<file path="src/rtl/demux_1x8_deser.sv">
// Receive end of an 8:1 serial link: steers qualified bits into lanes and emits the rebuilt word with a valid pulse.
// Define DEMUX_1X8_PARITY_EN to add a trailing even-parity slot (9-bit frames, 4-bit sel, parity_err output).
module demux_1x8_deser #(
    parameter int LSB_FIRST = 1
) (
    input  logic       clk,
    input  logic       rst,
    input  logic       din,
    input  logic       din_valid,
    input  logic       sync,
    output logic [7:0] dout,
    output logic       dout_valid,
`ifdef DEMUX_1X8_PARITY_EN
    output logic [3:0] sel,
    output logic       frame_err,
    output logic       parity_err
`else
    output logic [2:0] sel,
    output logic       frame_err
`endif
);

`ifdef DEMUX_1X8_PARITY_EN
    localparam int            SW        = 4;
    localparam logic [SW-1:0] LAST_SLOT = 4'd8;
`else
    localparam int            SW        = 3;
    localparam logic [SW-1:0] LAST_SLOT = 3'd7;
`endif

    typedef enum logic {
        IDLE,
        COLLECT
    } state_t;

    state_t        state, next_state;
    logic [7:0]    stage, next_stage;
    logic [7:0]    next_dout;
    logic [SW-1:0] next_sel;
    logic          next_dout_valid;
    logic          next_frame_err;
`ifdef DEMUX_1X8_PARITY_EN
    logic          next_parity_err;
`endif

    // Slot-to-lane mapping: slot s lands in bit s, or bit 7-s when MSB-first.
    function automatic logic [7:0] put_bit(input logic [7:0] word, input logic [2:0] slot,
                                           input logic b);
        logic [7:0] w;
        logic [2:0] idx;
        w        = word;
        idx      = (LSB_FIRST != 0) ? slot : 3'd7 - slot;
        w[idx]   = b;
        return w;
    endfunction

    // NOTE: every output of this block gets a default first, so no path leaves a latch behind.
    always_comb begin
        next_state      = state;
        next_stage      = stage;
        next_sel        = sel;
        next_dout       = dout;
        next_dout_valid = 1'b0;
        next_frame_err  = 1'b0;
`ifdef DEMUX_1X8_PARITY_EN
        next_parity_err = 1'b0;
`endif
        if (din_valid) begin
            if (state == IDLE) begin
                if (sync) begin
                    next_stage = put_bit(8'h00, 3'd0, din);
                    next_sel   = SW'(1);
                    next_state = COLLECT;
                end
            end else if (sync && sel != '0) begin
                // Early frame start: drop the partial word, this bit opens a new frame.
                next_frame_err = 1'b1;
                next_stage     = put_bit(8'h00, 3'd0, din);
                next_sel       = SW'(1);
            end else if (sel == LAST_SLOT) begin
                next_sel   = '0;
                next_stage = 8'h00;
`ifdef DEMUX_1X8_PARITY_EN
                // Even parity: the parity bit equals the XOR of the eight data slots.
                if ((^stage) == din) begin
                    next_dout       = stage;
                    next_dout_valid = 1'b1;
                end else begin
                    next_parity_err = 1'b1;
                end
`else
                next_dout       = put_bit(stage, 3'd7, din);
                next_dout_valid = 1'b1;
`endif
            end else begin
                next_stage = put_bit(stage, sel[2:0], din);
                next_sel   = sel + SW'(1);
            end
        end
    end

    // NOTE: state registers use non-blocking assignments so every flop samples pre-edge values.
    always_ff @(posedge clk or posedge rst) begin
        if (rst) begin
            state      <= IDLE;
            stage      <= 8'h00;
            sel        <= '0;
            dout       <= 8'h00;
            dout_valid <= 1'b0;
            frame_err  <= 1'b0;
`ifdef DEMUX_1X8_PARITY_EN
            parity_err <= 1'b0;
`endif
        end else begin
            state      <= next_state;
            stage      <= next_stage;
            sel        <= next_sel;
            dout       <= next_dout;
            dout_valid <= next_dout_valid;
            frame_err  <= next_frame_err;
`ifdef DEMUX_1X8_PARITY_EN
            parity_err <= next_parity_err;
`endif
        end
    end

endmodule

</file>
<file path="config.mk">
export PLATFORM = sky130hd
export DESIGN_NAME = demux_1x8_deser
export DESIGN_NICKNAME = d
export VERILOG_FILES = /design/src/rtl/demux_1x8_deser.sv
export SDC_FILE = /design/constraint.sdc
export NUM_CORES = 1
export LEC_CHECK = 0
export ABC_AREA = 1
export BUFFER_PORTS_ARGS = -buffer_cell sky130_fd_sc_hd__buf_2
export CAP_MARGIN = 10
export CORE_MARGIN = 5
export CORE_UTILIZATION = 53
export DETAILED_ROUTE_END_ITERATION = 7
export MAX_ROUTING_LAYER = met4
export PLACE_DENSITY = 0.76
export SYNTH_ARGS = -nofsm -noshare
export SYNTH_HDL_FRONTEND = slang
export SYNTH_SLANG_ARGS = --single-unit
</file>
<file path="constraint.sdc">
create_clock -name clk -period 1.8 [get_ports clk]
set_clock_uncertainty 0.1 [all_clocks]
set_input_delay 0.09 -clock clk [delete_from_list [all_inputs] [get_ports clk]]
set_output_delay 0.09 -clock clk [all_outputs]
set_load 0.005 [all_outputs]
</file>
==> results of run 1 <==
[through the flow]
step | util, % | cells | setup slack (ns) | power (W) | area [sq um]
3_5_place_dp | 60.26 | 159 | 0.1365 | 0.001230 | 1146
3_3_place_gp | 60.26 | 159 | 0.1771 | 0.001208 | 1146
4_1_cts | 62.76 | 165 | 0.1022 | 0.001457 | 1194
2_1_floorplan | - | 115 | 0.2715 | 0.001067 | 1031
6_report | 63.29 | 166 | 0.1716 | 0.001442 | 1204
5_1_grt | 63.29 | 166 | 0.01036 | 0.001586 | 1204
[worst max-delay path, stage by stage, from the launching register on]
cell and delay, ns:
dfrtp_1 0.47, ha_1 0.25, ha_1 0.21, nor2_2 0.14
nand3_1 0.11, inv_1 0.14, nand2_1 0.06, o21ai_1 0.08
[final timing paths]
kind | endpoint | cells after the start | from
worst max-delay path | stage[2] | 7 | sel[0]
worst min-delay path | state | 3 | sync
worst max register to register | stage[2] | 7 | sel[0]
worst min register to register | dout[0] | 2 | dout[0]
max in group asynchronous | state | 4 | rst
min in group asynchronous | dout[1] | 4 | rst
[layout by cell type (no fill, tap or decap), types with 4 or more instances in the layout]
master    n
dfrtp_1  21
nand2_1  30
nor2_1    4
nand3_1   5
buf_2    17
nor2_2    5
ha_1      4
nand2_4   4
inv_1    15
o21ai_1  13
[power by group]
part | switching (W) | internal (W) | leakage (nW)
Sequential | 0.0000964 | 0.000586 | 0.279
Combinational | 0.000320 | 0.000218 | 0.313
Clock | 0.000138 | 0.0000829 | 0.0177
[cell type report]
cell class	instances	area (sq um)
fill	177	698.2
sequential	21	525.5
multi-input combinational	76	430.4
timing repair buffer	21	122.6
inverter	17	63.81
tap	27	33.78
clock buffer	3	22.52
clock inverter	1	5.005
[cells by family after synthesis]
kind of cell    share of synthesized area [%]
flops                                   50.97
simple gates                            27.43
fa+ha+maj                               4.855
buf+inv                                 7.281
compound gates                          9.467
[flip-flops by register name, indices dropped and copies added, names as in the netlist]
name / flops
sel: 3
dout: 8
frame_err: 1
stage: 7
dout_valid: 1
state: 1
[what timing repair did]
action	CTS	global route
hold endpoints to repair	24	1
hold buffers	2	1
buffers inserted	0	0
setup endpoints to repair	0	11
resized for setup	0	1
[per-layer routing]
metal  GRT usage [%]  vias to the layer above
li1                -                      417
met2           28.02                       22
met3           2.493                        5
met4           6.224                        0
met5               -                        -
met1           17.91                      332
==> results summary, run 1 <==
The antenna diode count is 0. TritonCTS built the clock tree. The maximum count of clock buffers along a single path came out at 2. The number of maximum-capacitance constraint violations is 0. The sequential element share of the synthesized area is 50.97%. The clock-pin slew on the worst setup and hold paths came out at 0.12 ns. For this run, the number of Yosys warnings is 0. The horizontal die dimension is 54.11 microns.

The slew of the pin with the lowest slew margin is 0.3134 ns. The initial standard-cell utilization of the core came out at 54.21%. The leakage component of the power is 0.6092 nW. In this run the core area contains 16 standard-cell rows.

For this run, design rule violations remaining after detail routing come to 0. The shortest clock period the worst path allows after layout is 1.628 ns. The number of antenna violations at the first check in global routing is 0. The final routed wire length divided by cell count came out at 10.83 microns. The count of cell types in the netlist is 19. The worst setup path is captured at a register.

STA classifies the critical path startpoint as a register. Entering global routing, the biggest net connects 22 pins. The upper clock frequency limit is 614.1 MHz. At the later pin of the worst-skew pair, clock insertion delay measures 0.30 ns. After legalization and detailed placement, the total HPWL measured 1313 microns. The overall track demand over capacity in global routing is 15.90%. The headroom to the max-slew limit is 79.11%. The floorplan step defined a core boundary enclosing 0.001902 sq mm. The global-route wire length before repair is 3256 microns. The count of flip-flops with a built-in enable after synthesis came out at 0. The H-tree depth reported by CTS is 1. After detailed routing, the number of vias per cell comes to 4.675.

The arrival time at the worst endpoint came out at 1.77 ns. Of the cells placed in the final design, the portion with a size suffix greater than 1 is 25.90%. The final max-slew violation count is 0. Yosys instantiated no cell more often than nand2_1.

The path class of the tightest hold or removal check is in -> reg. The highest signal layer in the routed design is met4. The residual antenna-violating net count after detailed routing is 0. Sorting the synthesized cells by area gives the leading types as dfrtp_1, nand2_1, o21ai_1. At the worst endpoint, the required time is 1.94 ns. Synthesis produced a netlist whose cell count is 115.

In this run, the number of DRC markers left after iteration 0 of detailed routing was 17. The worst register-to-register path has a setup slack of 0.17 ns. After synthesis, the largest area contributor takes up 50.97% of total cell area.

The met1 layer wirelength in the final routing is 822 microns. The number of buffers added by the clock tree synthesis step came out at 3. Of all nets on the critical path, the largest fanout is 5. Clock tree synthesis found a total of 21 sinks. The total of flip-flops plus latches after synthesis came out at 21.

The final number of setup-violating endpoints is 0. The mean instance size in the synthesized netlist is 8.965 sq um. The synthesis-to-finish area growth came out at 16.75%. By count the netlist is led by nand2_1, dfrtp_1, inv_1. The vertical extent of the die came out at 54.11 microns.

Port buffering added 17 buffers. Detailed routing placed a total of 833 microns of wire on met2. The routed design uses 103 microns of met3 wire. The hold violation total from the final report is 0. The congestion estimate from routability-driven global placement came to 0.7998.

The flow ran to the end, and the final reports show no timing, DRC or antenna violations. After global routing the overflow that remains totals 0. In this run the clock root is driven by a clkbuf_4. The count of pins on the block boundary came out at 18. The total negative setup slack came out at 0 ns.

The die area came out at 0.002927 sq mm. The net count after synthesis is 124. The final period utilization is 90.47%. Across all hold checks on the routed design, the worst slack comes to 0.02282 ns. The peak supply drop is 742.4 uV. The worst setup path is of the reg -> reg kind. The synthesized design spends more area on one cell type than any other, namely dfrtp_1. The netlist area before placement came out at 0.001031 sq mm.

After the last flow step, the layout net total stands at 149. The vias after detailed routing is 776. The power per cell area came out at 1198 mW/mm^2. The overall routed net length is 1797 microns.

Among all flip-flop cells after synthesis, the most frequent one is dfrtp_1. The length of the first detailed-routing pass in iterations came out at 4. The via count of the first global-routing pass was 772.

Setup repair after global routing left no endpoint under its margin. The async set-reset flop share out of synthesis came out at 100.0%.
No activity file was read; power rests on OpenSTA's default activity.
==> run 2, diff against run 1 <==
--- a/config.mk
+++ b/config.mk
@@ -11,6 +11,7 @@
 export CORE_MARGIN = 5
 export CORE_UTILIZATION = 53
 export DETAILED_ROUTE_END_ITERATION = 7
+export HOLD_SLACK_MARGIN = 0.1
 export MAX_ROUTING_LAYER = met4
 export PLACE_DENSITY = 0.76
 export SYNTH_ARGS = -nofsm -noshare
==> constraint.sdc (replaced) <==
create_clock -name clk -period 1.7 [get_ports clk]
set_clock_uncertainty 0.1 [all_clocks]
set_input_delay 0.085 -clock clk [delete_from_list [all_inputs] [get_ports clk]]
set_output_delay 0.085 -clock clk [all_outputs]
set_load 0.005 [all_outputs]
==> run 2 against run 1 <==
  * Core utilization increased by 2.8 points
  * Worst hold slack improved by 0.21 ns
  * Register-to-register slack got worse by 0.04 ns
  * Combinational power up 21%
  * Wire length up 11%
  * Total power grew 11%
  * Non-clock buffer count rose by 4
  * Count of clock-buffer cells in the layout rose by 1
  * First-iteration DRC count down 12%
  * Sequential cell count unchanged
  * Largest power group unchanged
  * Highest routed layer unchanged
==> results summary, run 2 (synthesis gave the netlist of run 1 again) <==
The count of buffers inserted at the top-level ports came out at 17 (unchanged). The clock-pin slew on the worst setup and hold paths came out at 0.11 ns (about the same). The slew of the pin with the lowest slew margin is 0.4483 ns (+0.1349 ns).

The number of flip-flops in the largest register was 8 (unchanged). The H-tree depth reported by CTS is 1 (unchanged). The length in cells of the worst reg-to-reg path is 7 (unchanged). The routability-driven placement congestion ratio is 0.8086 (+1.1%). In the final layout, the registers with the most flip-flops are dout (8), stage (7), sel (3). The final global-route overflow total is 0 (unchanged). The clock tree root driver cell is clkbuf_4. The horizontal die dimension came out at 54.11 microns (unchanged). The number of buffers added by the clock tree synthesis step came out at 3 (unchanged). The post-detailed-route via-to-cell ratio was 4.936 (+5.6%). The net count of the finished layout was 154 (+3.4%). The hold violation total from the final report is 0 (unchanged). The length of the first detailed-routing pass in iterations is 4 (unchanged). The arrival time at the worst endpoint is 1.71 ns (-0.06 ns). The count of pins on the block boundary came out at 18 (unchanged). The headroom to the max-slew limit is 70.11% (-9.0 points).

The leakage component of the power is 0.6251 nW (+2.6%). On the critical path, the stage with the largest delay is an instance of dfrtp_2. The startpoint kind of the worst setup timing path is a register.

The element type at the critical path end is a register. The final routed wire length divided by cell count was 11.71 microns (+8.2%). The peak supply drop is 725.5 uV (-2.3%). The sum of internal, switching and leakage power is 0.001603 W (+11%).

The vias after detailed routing was 844 (+8.8%). The register bank with the most flops is dout. The share of post-route cells with drive strength above 1 came to 27.78% (+1.9 points). The total negative setup slack came to 0 ns (unchanged).

The maximum count of clock buffers along a single path came out at 2 (unchanged). The via count of the first global-routing pass came out at 810 (+4.9%). The overall routed net length is 2003 microns (+11%). The antenna diode count is 0 (unchanged). The final number of setup-violating endpoints came out at 0 (unchanged). Grouping stages by cell kind, the critical path spends the most delay in flip-flops. The worst register-to-register path ends at stage[4].

The top cell types in the final layout, fill and taps aside, are nand2_1, dfrtp_1, buf_2. The final max-slew violation count came out at 0 (unchanged). The origin of the worst setup path is sel[0].

The final period utilization is 92.09% (+1.6 points). The startpoint identified for the worst register-to-register timing path is sel[0]. The vertical extent of the die was 54.11 microns (unchanged). The number of placement rows came to 16 (unchanged). The number of DRC violations after detailed-routing iteration 0 was 15 (-2). The initial standard-cell utilization of the core is 54.21% (unchanged). The number of maximum-capacitance constraint violations is 0 (unchanged). The flow ran to the end, and the final reports show no timing, DRC or antenna violations. The global-route wire length before repair is 3394 microns (+4.2%). The synthesis-to-finish area growth came out at 21.97%.

The post-DP HPWL is 1385 microns (+5.4%). The delay of the slowest cell on the worst path came out at 0.45 ns (-0.02 ns). TritonCTS built the clock tree. The buffers plus inverters on the worst setup path is 0 (-1).

The upper clock frequency limit is 638.8 MHz (+4.0%). The peak fanout along the critical path came out at 6 (+1). The number of sinks on the clock net came out at 21 (unchanged). The overall track demand over capacity in global routing is 16.55% (+0.65 points). Setup repair after global routing left no endpoint under its margin. The residual antenna-violating net count after detailed routing came out at 0 (unchanged).

The shortest clock period the worst path allows after layout is 1.565 ns (-0.06299 ns). The most common cell after layout, fill and taps aside is nand2_1. The maximum number of pins on one net before global-route repair came out at 22 (unchanged). The worst path required time came out at 1.85 ns (-0.09 ns). The category of the most critical setup path is reg -> reg. Traced cell by cell, the critical path runs through ha_1, ha_1, nor2_2, nand2_1, nand2_2, nand2_1, o21ai_1. The die area came out at 0.002927 sq mm (unchanged). The reg2reg setup slack is 0.13 ns (-0.04 ns).

The number of antenna violations at the first check in global routing came out at 0 (unchanged). The power per cell area came out at 1275 mW/mm^2 (+6.4%). The number of remaining DRC errors came out at 0 (unchanged). The worst hold path belongs to the class in -> async. The standard cell core area was 0.001902 sq mm (unchanged).

The clock latency on the worst-skew pair came to 0.31 ns (about the same).
==> run 2: per-stage QoR <==
| stage | worst slack, ns | std cells | utilization (%) | instance area, sq um | hold WS, ns |
|---|---|---|---|---|---|
| 6_report | 0.1346 | 171 | 66.12 | 1257 | 0.2324 |
| 5_1_grt | 0.005619 | 171 | 66.12 | 1257 | 0.2670 |
| 4_1_cts | 0.09505 | 169 | 64.54 | 1227 | 0.2308 |
| 3_5_place_dp | 0.1202 | 161 | 61.05 | 1161 | 0.02738 |
| 3_3_place_gp | 0.1690 | 161 | 61.05 | 1161 | 0.02309 |
| 2_1_floorplan | 0.1715 | 115 | - | 1031 | -0.03847 |
==> run 2: layer usage <==
layer  up-vias  wire length, microns  track usage [%]
met2        22                   905            26.41
li1        430                     -                -
met4         0                    47            10.37
met3         5                   104            2.770
met5         -                     0                -
met1       387                   946            19.27
==> run 2: layout make-up <==
type                    count  area [sq um]
clock buffers               4         26.28
fillers                   156         644.4
inverters                  17         63.81
multi-input cells          77         451.7
flip-flops and latches     21         526.8
well taps                  27         33.78
repair buffers             25         155.1
==> run 2: worst max-delay path by stage <==
stage	endpoint	slack (ns)	depth (start not counted)
2_1_floorplan	dout[5]	0.17	8
4_1_cts	stage[3]	0.1	7
3_5_place_dp	stage[3]	0.12	7
5_1_grt	stage[4]	0.006	7
6_report	stage[4]	0.13	7
3_3_place_gp	stage[2]	0.17	7
==> run 2: report_power, final <==
group          switching [W]  internal [W]  leakage (nW)
sequential         0.0000858      0.000623         0.278
clock               0.000152     0.0000918        0.0150
combinational       0.000377      0.000273         0.332
==> run 2: tightest hold or removal path: cells and delay by family <==
kind / cells / cell delay, ns
buf+inv: 4 / 0.95
==> run 2: what timing repair did <==
action                                  in CTS  in global routing
buffers inserted                             0                  1
hold buffers                                 4                  0
hold endpoints to repair                    29                  0
endpoints found under the setup margin       0                 14
resized for setup                            0                  3
